--- src/rtl/irpr_pkg.sv ---
// Shared definitions for the IRPR parallel port controllers: CSR bit map,
// receive FSM states and the vectored-interrupt handshake states.
package irpr_pkg;

    localparam int CSR_OVR  = 15;
    localparam int CSR_FULL = 8;
    localparam int CSR_DONE = 7;
    localparam int CSR_IE   = 6;
    localparam int CSR_ENA  = 0;

    typedef enum logic [1:0] {
        R_IDLE = 2'd0,
        R_STB  = 2'd1,
        R_ACK  = 2'd2
    } rx_state_t;

    typedef enum logic [1:0] {
        i_idle = 2'd0,
        i_req  = 2'd1,
        i_wait = 2'd2
    } irq_state_t;

    // Filter window: the level may only change when every sample agrees.
    function automatic logic all_agree(input logic [3:0] samples);
        return (samples == 4'hF) || (samples == 4'h0);
    endfunction

endpackage

--- src/rtl/irpr_rx_fifo.sv ---
// Receive byte buffer. With IRPR_RX_FIFO_EN defined it is a 2^FIFO_AW-entry
// circular FIFO; otherwise a single holding register (full == non-empty).
module irpr_rx_fifo
    import irpr_pkg::*;
#(
    parameter int FIFO_AW = 4
) (
    input  logic               clk,
    input  logic               rst,
    input  logic               push,
    input  logic               pop,
    input  logic               flush,
    input  logic [7:0]         din,
    output logic [7:0]         head,
    output logic [FIFO_AW:0]   count,
    output logic               full,
    output logic               empty
);

    logic wr_en;
    logic rd_en;

    assign rd_en = pop & ~empty;
    // A push into a full buffer is only legal when the same clock frees a slot.
    assign wr_en = push & (~full | rd_en);

`ifdef IRPR_RX_FIFO_EN
    localparam int DEPTH = 1 << FIFO_AW;

    logic [7:0]         mem [DEPTH];
    logic [FIFO_AW-1:0] wptr;
    logic [FIFO_AW-1:0] rptr;

    always_ff @(posedge clk or posedge rst) begin
        if (rst) begin
            wptr  <= '0;
            rptr  <= '0;
            count <= '0;
        end else if (flush) begin
            wptr  <= '0;
            rptr  <= '0;
            count <= '0;
        end else begin
            if (wr_en) wptr <= wptr + 1'b1;
            if (rd_en) rptr <= rptr + 1'b1;
            case ({wr_en, rd_en})
                2'b10:   count <= count + 1'b1;
                2'b01:   count <= count - 1'b1;
                default: count <= count;
            endcase
        end
    end

    always_ff @(posedge clk) begin
        if (wr_en) mem[wptr] <= din;
    end

    assign head  = mem[rptr];
    assign full  = (count == (FIFO_AW+1)'(DEPTH));
    assign empty = (count == '0);
`else
    logic       valid;
    logic [7:0] hold;

    always_ff @(posedge clk or posedge rst) begin
        if (rst) begin
            valid <= 1'b0;
        end else if (flush) begin
            valid <= 1'b0;
        end else if (wr_en) begin
            valid <= 1'b1;
        end else if (rd_en) begin
            valid <= 1'b0;
        end
    end

    always_ff @(posedge clk) begin
        if (wr_en) hold <= din;
    end

    assign head  = hold;
    assign count = {{FIFO_AW{1'b0}}, valid};
    assign full  = valid;
    assign empty = ~valid;
`endif

endmodule

--- src/rtl/irpr_rx.sv ---
// IRPR parallel input port on the Wishbone bus: conditioned strobe/init inputs,
// BUSY/ACK handshake, CSR/DAT registers and vectored interrupt. Buffer depth
// is selected by IRPR_RX_FIFO_EN (undefined: single holding register).
module irpr_rx
    import irpr_pkg::*;
#(
    parameter int FIFO_AW = 4,
    parameter int ACK_CYC = 8
) (
    input  logic        wb_clk_i,
    input  logic        wb_rst_i,
    input  logic [1:0]  wb_adr_i,
    input  logic [15:0] wb_dat_i,
    output logic [15:0] wb_dat_o,
    input  logic        wb_cyc_i,
    input  logic        wb_stb_i,
    input  logic        wb_we_i,
    output logic        wb_ack_o,
    output logic        irq,
    input  logic        iack,
    input  logic [7:0]  rp_data,
    input  logic        rp_stb_n,
    input  logic        rp_init_n,
    output logic        rp_busy,
    output logic        rp_ack_n,
    output logic        rp_err_n
);

    localparam logic [7:0] ACK_LAST = 8'(ACK_CYC - 1);

    logic       stb_p0, stb_p1, init_p0, init_p1;
    logic [7:0] data_p0, data_p1;
    logic [2:0] stb_hist, init_hist;
    logic       stb_filt, stb_filt_q, init_filt;
    logic       stb_fall, stb_high, init_act;

    logic       acc, csr_wr, csr_rd, dat_rd;
    logic       ie, ena, ovr, trig;
    logic       push, pop, ovr_set, trig_set, trig_clr;
    logic [15:0] csr_val, rd_data;

    logic [7:0]       fifo_head;
    logic [FIFO_AW:0] fifo_count;
    logic             fifo_full, fifo_empty;

    rx_state_t  rx_state, rx_next;
    logic [7:0] ack_cnt;
    irq_state_t irq_state, irq_next;
    logic       irq_d;

    // Stage p0/p1: two-flop synchronizers, then the 4-sample agreement filter.
    always_ff @(posedge wb_clk_i or posedge wb_rst_i) begin
        if (wb_rst_i) begin
            stb_p0     <= 1'b1;
            stb_p1     <= 1'b1;
            init_p0    <= 1'b1;
            init_p1    <= 1'b1;
            stb_hist   <= 3'b111;
            init_hist  <= 3'b111;
            stb_filt   <= 1'b1;
            stb_filt_q <= 1'b1;
            init_filt  <= 1'b1;
        end else begin
            stb_p0     <= rp_stb_n;
            stb_p1     <= stb_p0;
            init_p0    <= rp_init_n;
            init_p1    <= init_p0;
            stb_hist   <= {stb_hist[1:0], stb_p1};
            init_hist  <= {init_hist[1:0], init_p1};
            if (all_agree({stb_hist, stb_p1}))   stb_filt  <= stb_p1;
            if (all_agree({init_hist, init_p1})) init_filt <= init_p1;
            stb_filt_q <= stb_filt;
        end
    end

    always_ff @(posedge wb_clk_i) begin
        data_p0 <= rp_data;
        data_p1 <= data_p0;
    end

    // The handshake acts one clock after the filter recognizes an edge.
    assign stb_fall = stb_filt_q & ~stb_filt;
    assign stb_high = stb_filt_q & stb_filt;
    assign init_act = ~init_filt;

    assign acc    = wb_cyc_i & wb_stb_i & ~wb_ack_o;
    assign csr_wr = acc &  wb_we_i & ~wb_adr_i[1];
    assign csr_rd = acc & ~wb_we_i & ~wb_adr_i[1];
    assign dat_rd = acc & ~wb_we_i &  wb_adr_i[1];
    assign pop    = dat_rd & ~fifo_empty;

    irpr_rx_fifo #(.FIFO_AW(FIFO_AW)) u_fifo (
        .clk   (wb_clk_i),
        .rst   (wb_rst_i),
        .push  (push),
        .pop   (pop),
        .flush (init_act),
        .din   (data_p1),
        .head  (fifo_head),
        .count (fifo_count),
        .full  (fifo_full),
        .empty (fifo_empty)
    );

    assign rp_busy  = (rx_state != R_IDLE) | ~ena | fifo_full | init_act;
    assign rp_ack_n = (rx_state != R_ACK);
    assign rp_err_n = ena;

    always_comb begin
        rx_next = rx_state;
        push    = 1'b0;
        ovr_set = 1'b0;
        if (init_act) begin
            rx_next = R_IDLE;
        end else begin
            if (stb_fall && rp_busy) ovr_set = 1'b1;
            case (rx_state)
                R_IDLE: if (stb_fall && !rp_busy) begin
                    push    = 1'b1;
                    rx_next = R_STB;
                end
                R_STB:  if (stb_high) rx_next = R_ACK;
                R_ACK:  if (ack_cnt == ACK_LAST) rx_next = R_IDLE;
                default: rx_next = R_IDLE;
            endcase
        end
    end

    always_ff @(posedge wb_clk_i or posedge wb_rst_i) begin
        if (wb_rst_i) begin
            rx_state <= R_IDLE;
            ack_cnt  <= '0;
        end else begin
            rx_state <= rx_next;
            ack_cnt  <= (rx_state == R_ACK) ? ack_cnt + 1'b1 : 8'd0;
        end
    end

    // A push only raises the trigger when it makes the buffer non-empty.
    assign trig_set = ovr_set | (push & fifo_empty);

    always_comb begin
        irq_next = irq_state;
        irq_d    = irq;
        trig_clr = 1'b0;
        case (irq_state)
            i_idle: if (ie && trig) begin
                irq_d    = 1'b1;
                irq_next = i_req;
            end
            i_req: if (!ie) begin
                irq_next = i_idle;
            end else if (iack) begin
                irq_d    = 1'b0;
                trig_clr = 1'b1;
                irq_next = i_wait;
            end
            i_wait: if (!iack) irq_next = i_idle;
            default: irq_next = i_idle;
        endcase
    end

    always_ff @(posedge wb_clk_i or posedge wb_rst_i) begin
        if (wb_rst_i) begin
            irq_state <= i_idle;
            irq       <= 1'b0;
            trig      <= 1'b0;
        end else begin
            irq_state <= irq_next;
            irq       <= irq_d;
            if (trig_set)      trig <= 1'b1;
            else if (trig_clr) trig <= 1'b0;
        end
    end

    always_comb begin
        csr_val           = '0;
        csr_val[CSR_OVR]  = ovr;
        csr_val[CSR_FULL] = fifo_full;
        csr_val[CSR_DONE] = ~fifo_empty;
        csr_val[CSR_IE]   = ie;
        csr_val[CSR_ENA]  = ena;
    end

    assign rd_data = wb_adr_i[1] ? (fifo_empty ? 16'h0000 : {8'h00, fifo_head}) : csr_val;

    always_ff @(posedge wb_clk_i or posedge wb_rst_i) begin
        if (wb_rst_i) begin
            wb_ack_o <= 1'b0;
            wb_dat_o <= '0;
            ie       <= 1'b0;
            ena      <= 1'b0;
            ovr      <= 1'b0;
        end else begin
            wb_ack_o <= acc;
            wb_dat_o <= (acc && !wb_we_i) ? rd_data : 16'h0000;
            if (csr_wr) begin
                ie  <= wb_dat_i[CSR_IE];
                ena <= wb_dat_i[CSR_ENA];
            end
            // A new overrun outranks the clear from a coincident CSR read.
            if (init_act)     ovr <= 1'b0;
            else if (ovr_set) ovr <= 1'b1;
            else if (csr_rd)  ovr <= 1'b0;
        end
    end

    logic unused_bits;
    assign unused_bits = ^{wb_adr_i[0], wb_dat_i[15:7], wb_dat_i[5:1], fifo_count};

endmodule

--- config.mk ---
export PLATFORM = sky130hd
export DESIGN_NAME = irpr_rx
export DESIGN_NICKNAME = d
export VERILOG_FILES = /design/src/rtl/irpr_pkg.sv /design/src/rtl/irpr_rx_fifo.sv /design/src/rtl/irpr_rx.sv
export SDC_FILE = /design/constraint.sdc
export NUM_CORES = 1
export LEC_CHECK = 0
export CAP_MARGIN = 20
export CELL_PAD_IN_SITES_DETAIL_PLACEMENT = 1
export CELL_PAD_IN_SITES_GLOBAL_PLACEMENT = 2
export CORE_MARGIN = 2
export CORE_UTILIZATION = 32
export DETAILED_ROUTE_END_ITERATION = 10
export PLACE_DENSITY_LB_ADDON = 0.1
export SLEW_MARGIN = 10
export SYNTH_ARGS = -nofsm -noshare
export SYNTH_HDL_FRONTEND = slang
export SYNTH_SLANG_ARGS = --single-unit
--- constraint.sdc ---
create_clock -name wb_clk_i -period 1.8 [get_ports wb_clk_i]
set_input_delay 0.36 -clock wb_clk_i [delete_from_list [all_inputs] [get_ports wb_clk_i]]
set_output_delay 0.36 -clock wb_clk_i [all_outputs]
set_load 0.05 [all_outputs]
* After elaboration in Yosys (flattened, before gate mapping)
Index checks and enable logic that the tools add are counted.
Word-level totals: register bits 72, logic and storage cells 119
Operators by class: add/sub/neg operators 1, equal/unequal tests 18, muxes and demuxes 34, bitwise operators 25, reductions and logical operators 18
Operators by type and width (count):
- $mux W16 | 2
- $mux W1 | 19
- $mux W2 | 8
- $mux W8 | 2
- $and A1 B1 Y1 | 13
- $ne A3 B3 Y1 const B | 4
- $pmux W2 S3 | 2
- $ne A2 B2 Y1 const B | 5
- $add A8 B1 Y8 const B | 1
- $eq A4 B4 Y1 const B | 2
- $eq A8 B3 Y1 const B | 1
- $logic_not A4 Y1 | 2
- $not A1 Y1 | 7
- $ne A3 B1 Y1 const B | 2
- $reduce_and A3 Y1 | 2
- $reduce_bool A2 Y1 | 3
- $or A1 B1 Y1 | 5
- $eq A2 B1 Y1 const B | 2
- $eq A2 B2 Y1 const B | 2
- $logic_and A1 B1 Y1 | 4
- $logic_not A2 Y1 | 2
- $reduce_and A4 Y1 | 1
- $logic_not A1 Y1 | 2
- $logic_or A1 B1 Y1 | 2
- $pmux W1 S2 | 1

* Depth between registers and ports, before layout
Gate-level depths: netlist of run 1.
word-level depth 12, mapped depth 4, mapped depth without buffers 4

* By module
Synthesis of run 1 repeated with hierarchy kept, for this count alone.
Unflattened totals: cells, all modules 165, area total of the unflattened synthesis 2274.7 µm²
By module, submodules not included:
- irpr_rx | instances 1, cells each 144, area each 1939.4 µm², sequential area each 1362.6 µm²
- irpr_rx_fifo | instances 1, cells each 21, area each 335.3 µm², sequential area each 265.3 µm²

* Least setup slack after synthesis of run 1
OpenSTA, ideal clock, no wires.
kind flip-flop to output port, start point reg ena, in the netlist rp_err_n, end point out rp_busy, arrival time 1.266 ns, setup slack 0.174 ns, stages on the path, launching flop included 4, cells stage by stage dfrtp_1 nand2_1 nor4_1 inv_1
Between the ends: word-level cells in the longest chain between the ends 4
Ends and longest elaborated chain:
- start, declared | line irpr_rx.sv:38 | logic ie, ena, ovr, trig;
- start signal, assigned | line irpr_rx.sv:199 | ena <= wb_dat_i[CSR_ENA];
- $not A1 Y1 | line irpr_rx.sv:105 | assign rp_busy = (rx_state != R_IDLE) | ~ena | fifo_full | init_act;
- $or A1 B1 Y1 (3 in series) | line irpr_rx.sv:105
- end, declared | line irpr_rx.sv:24 | output logic rp_busy,
No other way between the ends.

* Worst setup path after layout of run 1
start point reg init_filt, end point out rp_busy
Between the ends: word-level cells in the longest chain between the ends 2
Ends and longest elaborated chain:
- start, declared | line irpr_rx.sv:34 | logic stb_filt, stb_filt_q, init_filt;
- start signal, assigned | line irpr_rx.sv:71 | if (all_agree({init_hist, init_p1})) init_filt <= init_p1;
- $not A1 Y1 | line irpr_rx.sv:84 | assign init_act = ~init_filt;
- $or A1 B1 Y1 | line irpr_rx.sv:105
No other way between the ends.

==> results of run 1 <==
## how the worst max path moves through the flow
stage                     to  slack [ps]  cells after the start       from
floorplan            rp_busy         170                      3   rp_err_n
global placement          ie         -10                      4   wb_stb_i
detailed placement  rp_err_n         -20                      4   wb_stb_i
CTS                  rp_busy          10                      4  init_filt
global route         rp_busy         -20                      4  init_filt
finish               rp_busy          70                      4  init_filt
## cell families (layout without fill, tap and decap cells)
logic type | after synthesis | in the layout
xor+xnor | 3 | 3
simple gates | 49 | 49
mux | 4 | 4
other cells | 1 | 6
compound gates | 19 | 19
fa+ha+maj | 1 | 1
buf+inv | 14 | 62
flops | 66 | 66
## registers in the layout, summed over array words and instances (netlist names), 2 cells and up
signal,cells
ack_cnt,8
data_p0,8
data_p1,8
init_hist,3
irq_state,2
rx_state,2
stb_hist,3
u_fifo.head,8
wb_dat_o,10
## final cells by class
| cell class | instances | area (µm²) |
|---|---|---|
| Clock buffer | 10 | 138 |
| Clock inverter | 6 | 48.8 |
| Fill cell | 709 | 3900 |
| Inverter | 6 | 22.5 |
| Multi-Input combinational cell | 82 | 567 |
| Sequential cell | 66 | 1630 |
| Tap cell | 96 | 120 |
| Timing Repair Buffer | 40 | 374 |
## routing by layer
metal / track usage, % / share of wire [%] / vias up
met4: 5.87 / 2.0 / 0
met5: 0 / 0 / -
met1: 14.5 / 44 / 676
met3: 4.71 / 4.2 / 10
met2: 20.9 / 50 / 28
li1: - / - / 631
## cells in the mapped netlist (all sizes together), types with 2 or more instances
master,count
dfrtp,29
dfxtp,16
dfstp,13
nand2,9
edfxtp,8
nor2,8
buf,7
inv,6
a21oi,5
and3,5
nor2b,5
nand3,4
or3,4
a31o,2
a31oi,2
a32o,2
and2,2
mux2,2
mux2i,2
nand4,2
o21ai,2
or3b,2
or4,2
xor2,2
## timing repair
item                                    in CTS  in global routing
hold endpoints to repair                     0                  0
cloned                                       0                  0
endpoints found under the setup margin       1                  1
pin swaps                                    0                  0
resized for setup                            2                  2
## where the power goes
group	internal (mW)	switching [mW]	total, mW	leakage [nW]
clock	0.551	0.594	1.14	0.0859
combinational	0.121	0.152	0.274	0.444
sequential	1.59	0.0576	1.65	0.736
total	2.26	0.804	3.07	1.27
## critical path: stages (launching register included)
cell and delay [ps]:
dfstp_2 550, nand2_2 70, nor4_4 170, inv_1 80, buf_6 160
==> impl_metrics.toml, run 1 <==
[logic_synthesis]
ys_types = 45
netlist_area_um2 = 2230
synthMuxAreaShare_pct = 2.24
yosysWarnings = 0
synth_flop_cell = "dfrtp_1"
netlist_instances = 157
synth-seq-cells = 66
synthAdderAreaFrac_pct = 0.560
synth_edf_count = 8
syn_avg_cell_area_um2 = 14.2
yosys.area_share.simple_pct = 13.7
synth-xor-area-share_pct = 1.18
synth-async-reset-ratio_pct = 63.6
seq_area_frac_synth_pct = 72.8
yosysTopAreaCell = "dfrtp_1"
yosys-top-cells-area = "dfrtp_1 32%, dfstp_2 15%, dfxtp_1 14%, edfxtp_1 11%, buf_4 2.0%"
synth_top_family_by_area = "simple AND/OR/NAND/NOR gates"
synth_top_area_share_pct = 32.5
synth_compound_gate_area_share_pct = 5.94

[finish]
synthToLayoutAreaGrowth_pct = 29.7
finish.utilization_pct = 42.7
final_nets = 240
n_antenna_cell = 0
drive_above_1_share_pct = 31.4
fin_area_um2 = 2900
layout_commonest_cell = "dfrtp_1"
layout_common_cells = "29 x dfrtp_1, 19 x buf_4, 18 x clkdlybuf4s50_1"
stdcell_count = 306

[global_routing]
grt_max_degree = 43
grt-ovfl-total = 0
grt_pass1_vias = 1509
grt_pass1_wl_um = 7200
antenna_found_initial = 0
grt_use_total_pct = 12.6

[die]
initial_core_util_pct = 32.9
io_pins = 55
rows = 30
dieArea_um2 = 7670
dieHeight_um = 87.6
fp.coreArea_um2 = 6790
die_w_um = 87.6

[place]
routabilityCongestion = 0.664
dpl.cell_count = 290
dp_hpwl_um = 2960
port_buffers = 33
pre_cts_slack_ps = -21.5
placed_area_um2 = 2690

[drt]
first_iter_violations = 37
routed_wl_um = 4200
vias = 1345
routedWlPerCell_um = 13.7
drc = 0
ant_nets = 0
dr.pass1.iters = 4
viasPerCell = 4.40

[worst_hold_path]
min_to = "data_p1[7]"
min_from = "data_p0[7]"
min_path_cells = 0
hold_class = "reg2reg"

[clock_tree]
cts_setup_buffers = 0
postCtsHoldBufs = 0
clk_path_buf_depth = 2
worstSkewPairLatency_ps = 340
cts_max_level = 3
cts-root-buf = "clkbuf_8"
cts_tree = "done"
numCtsBuffers = 9
cts_num_sinks = 66
clkSlewWorstSetupHoldPaths_ps = 70

[sta]
hold_ws_ps = 327
period_needed_ps = 1730
period_share_pct = 95.9
setup_slack_ps = 74.4
fmax_mhz = 580
finalSetupTns_ps = 0
finalHoldViolCount = 0
rsz0062_at_grt = "true"
skew_ps = 7.52
setup_violations = 0
final-max-slew-violation-count = 0

[critical_path]
worstPathArrival_ps = 1370
ff2ff_path_depth = 2
reg2reg_slack_ps = 280
critical_path_class = "reg2out"
crit_fanout = 2
end_kind = "output port"
startpoint_type = "register"
regToRegStartpoint = "stb_filt_q"
crit_required_ps = 1440
timing.rr.end = "u_fifo.head[3]"

[power]
p_per_area_nw_per_um2 = 1060
max-vdd-ir-drop_mv = 0.459
fin_total_pwr_mw = 3.07
leakagePower_nw = 1.27

[status]
outcome = "finished, final reports clean"

[run]
cap_violations = 0
Power figures use the tool's default switching activity.
==> run 2, diff against run 1 <==
clock period = 1.6 ns   (was 1.8 ns; I/O delays follow)
==> impl_metrics.toml, run 2 (synthesis gave the netlist of run 1 again) <==
[clock_tree]
worstSkewPairLatency_ps = 340
cts_tree = "done"
cts-root-buf = "clkbuf_8"
clkSlewWorstSetupHoldPaths_ps = 80
cts_num_sinks = 66
cts_max_level = 3
numCtsBuffers = 9
clk_path_buf_depth = 2

[worst_hold_path]
min_path_cells = 0
hold_class = "reg2reg"
min_from = "data_p0[4]"
min_to = "data_p1[4]"

[drt]
ant_nets = 0
vias = 1342
dr_wl_met2_um = 2220
drc = 0
met3_length_um = 184
drt-met1-wl_um = 1830
topRoutingLayerUsed = "met4"
dr.pass1.iters = 4
routedWlPerCell_um = 13.9
routed_wl_um = 4300
first_iter_violations = 53
viasPerCell = 4.33

[place]
dpl.cell_count = 293
port_buffers = 33
dp_hpwl_um = 3060
routabilityCongestion = 0.704

[sta]
period_needed_ps = 1690
rsz0062_at_grt = "true"
finalSetupTns_ps = -85.8
finalHoldViolCount = 0
setup_slack_ps = -85.8
skew_ps = 8.67
setup_violations = 1
final-max-slew-violation-count = 0
period_share_pct = 105
fmax_mhz = 593

[critical_path]
ff2ff_path_depth = 2
crit_required_ps = 1280
startpoint_type = "register"
worstPathArrival_ps = 1370
timing.rr.end = "u_fifo.head[7]"
end_kind = "output port"
crit_fanout = 2
regToRegStartpoint = "stb_filt_q"
critical_path_class = "reg2out"
reg2reg_slack_ps = 130

[global_routing]
grt-ovfl-total = 0
grt_max_degree = 43
grt_use_total_pct = 12.8
antenna_found_initial = 0
grt_pass1_wl_um = 7160
grt_pass1_vias = 1464

[die]
die_w_um = 87.6
dieHeight_um = 87.6
initial_core_util_pct = 32.9
fp.coreArea_um2 = 6790
io_pins = 55
dieArea_um2 = 7670
rows = 30

[finish]
layout_commonest_cell = "dfrtp_1"
synthToLayoutAreaGrowth_pct = 34.2
drive_above_1_share_pct = 34.1
final_nets = 244
largest_register_ffs = 10
top_register = "wb_dat_o"
layout_common_cells = "26 x dfrtp_1, 21 x buf_4, 18 x clkdlybuf4s50_1"
n_antenna_cell = 0
stdcell_count = 310

[status]
violations = "setup timing"
outcome = "finished, violations left"

[power]
p_per_area_nw_per_um2 = 1260
fin_total_pwr_mw = 3.77
max-vdd-ir-drop_mv = 0.595
leakagePower_nw = 1.32

[run]
cap_violations = 0
[run 2: cell types whose count changed in the layout (fill, tap and decap cells not counted), sizes merged]
cell	change
buf	+4
bufinv	+2
clkbuf	-1
clkinv	+1
clkinvlp	-1
inv	-1
[run 2: stage by stage]
step | hold slack (ps) | util (%) | instance area, µm² | setup slack [ps]
4_1_cts | 333 | 44.0 | 2990 | -117
5_1_grt | 340 | 44.1 | 3000 | -226
3_3_place_gp | 312 | 40.3 | 2740 | -189
3_5_place_dp | 314 | 40.3 | 2740 | -205
2_1_floorplan | 310 | - | 2250 | 14.2
6_report | 330 | 44.1 | 3000 | -85.8
[run 2: metal layers]
layer	GRT usage, %	vias up
met2	21.3	27
met1	14.4	671
met4	4.20	0
li1	-	638
met3	6.13	6
met5	0	-
[run 2: report_power, final]
| group | internal (mW) | switching, mW |
|---|---|---|
| registers | 1.79 | 0.0632 |
| logic | 0.172 | 0.184 |
| clock network | 0.890 | 0.673 |
[run 2: layout make-up]
type                            instances  area [µm²]
Clock buffer                            9         124
Clock inverter                          7         101
Fill cell                             715        3800
Inverter                                6        25.0
Multi-Input combinational cell         82         567
Sequential cell                        66        1630
Tap cell                               96         120
Timing Repair Buffer                   44         429
[run 2: repair_timing]
item,in CTS,in global routing
hold buffers,0,0
setup buffers,0,1
setup endpoints to repair,1,2
resized for setup,5,2
[run 2: worst max-delay path by stage]
stage	to	slack (ps)	depth (start not counted)	startpoint
final	rp_busy	-90	4	init_filt
after floorplan	rp_busy	10	3	rp_err_n
after global routing	rp_busy	-230	4	init_filt
after global placement	ie	-190	4	wb_stb_i
after CTS	rp_busy	-120	4	init_filt
after detailed placement	rp_err_n	-210	4	wb_stb_i
[run 2: critical path, cell delays in order (launching register included)]
cell and delay (ps):
dfstp_2 560, nand2_2 70, nor4_4 160, inv_1 80, buf_6 160
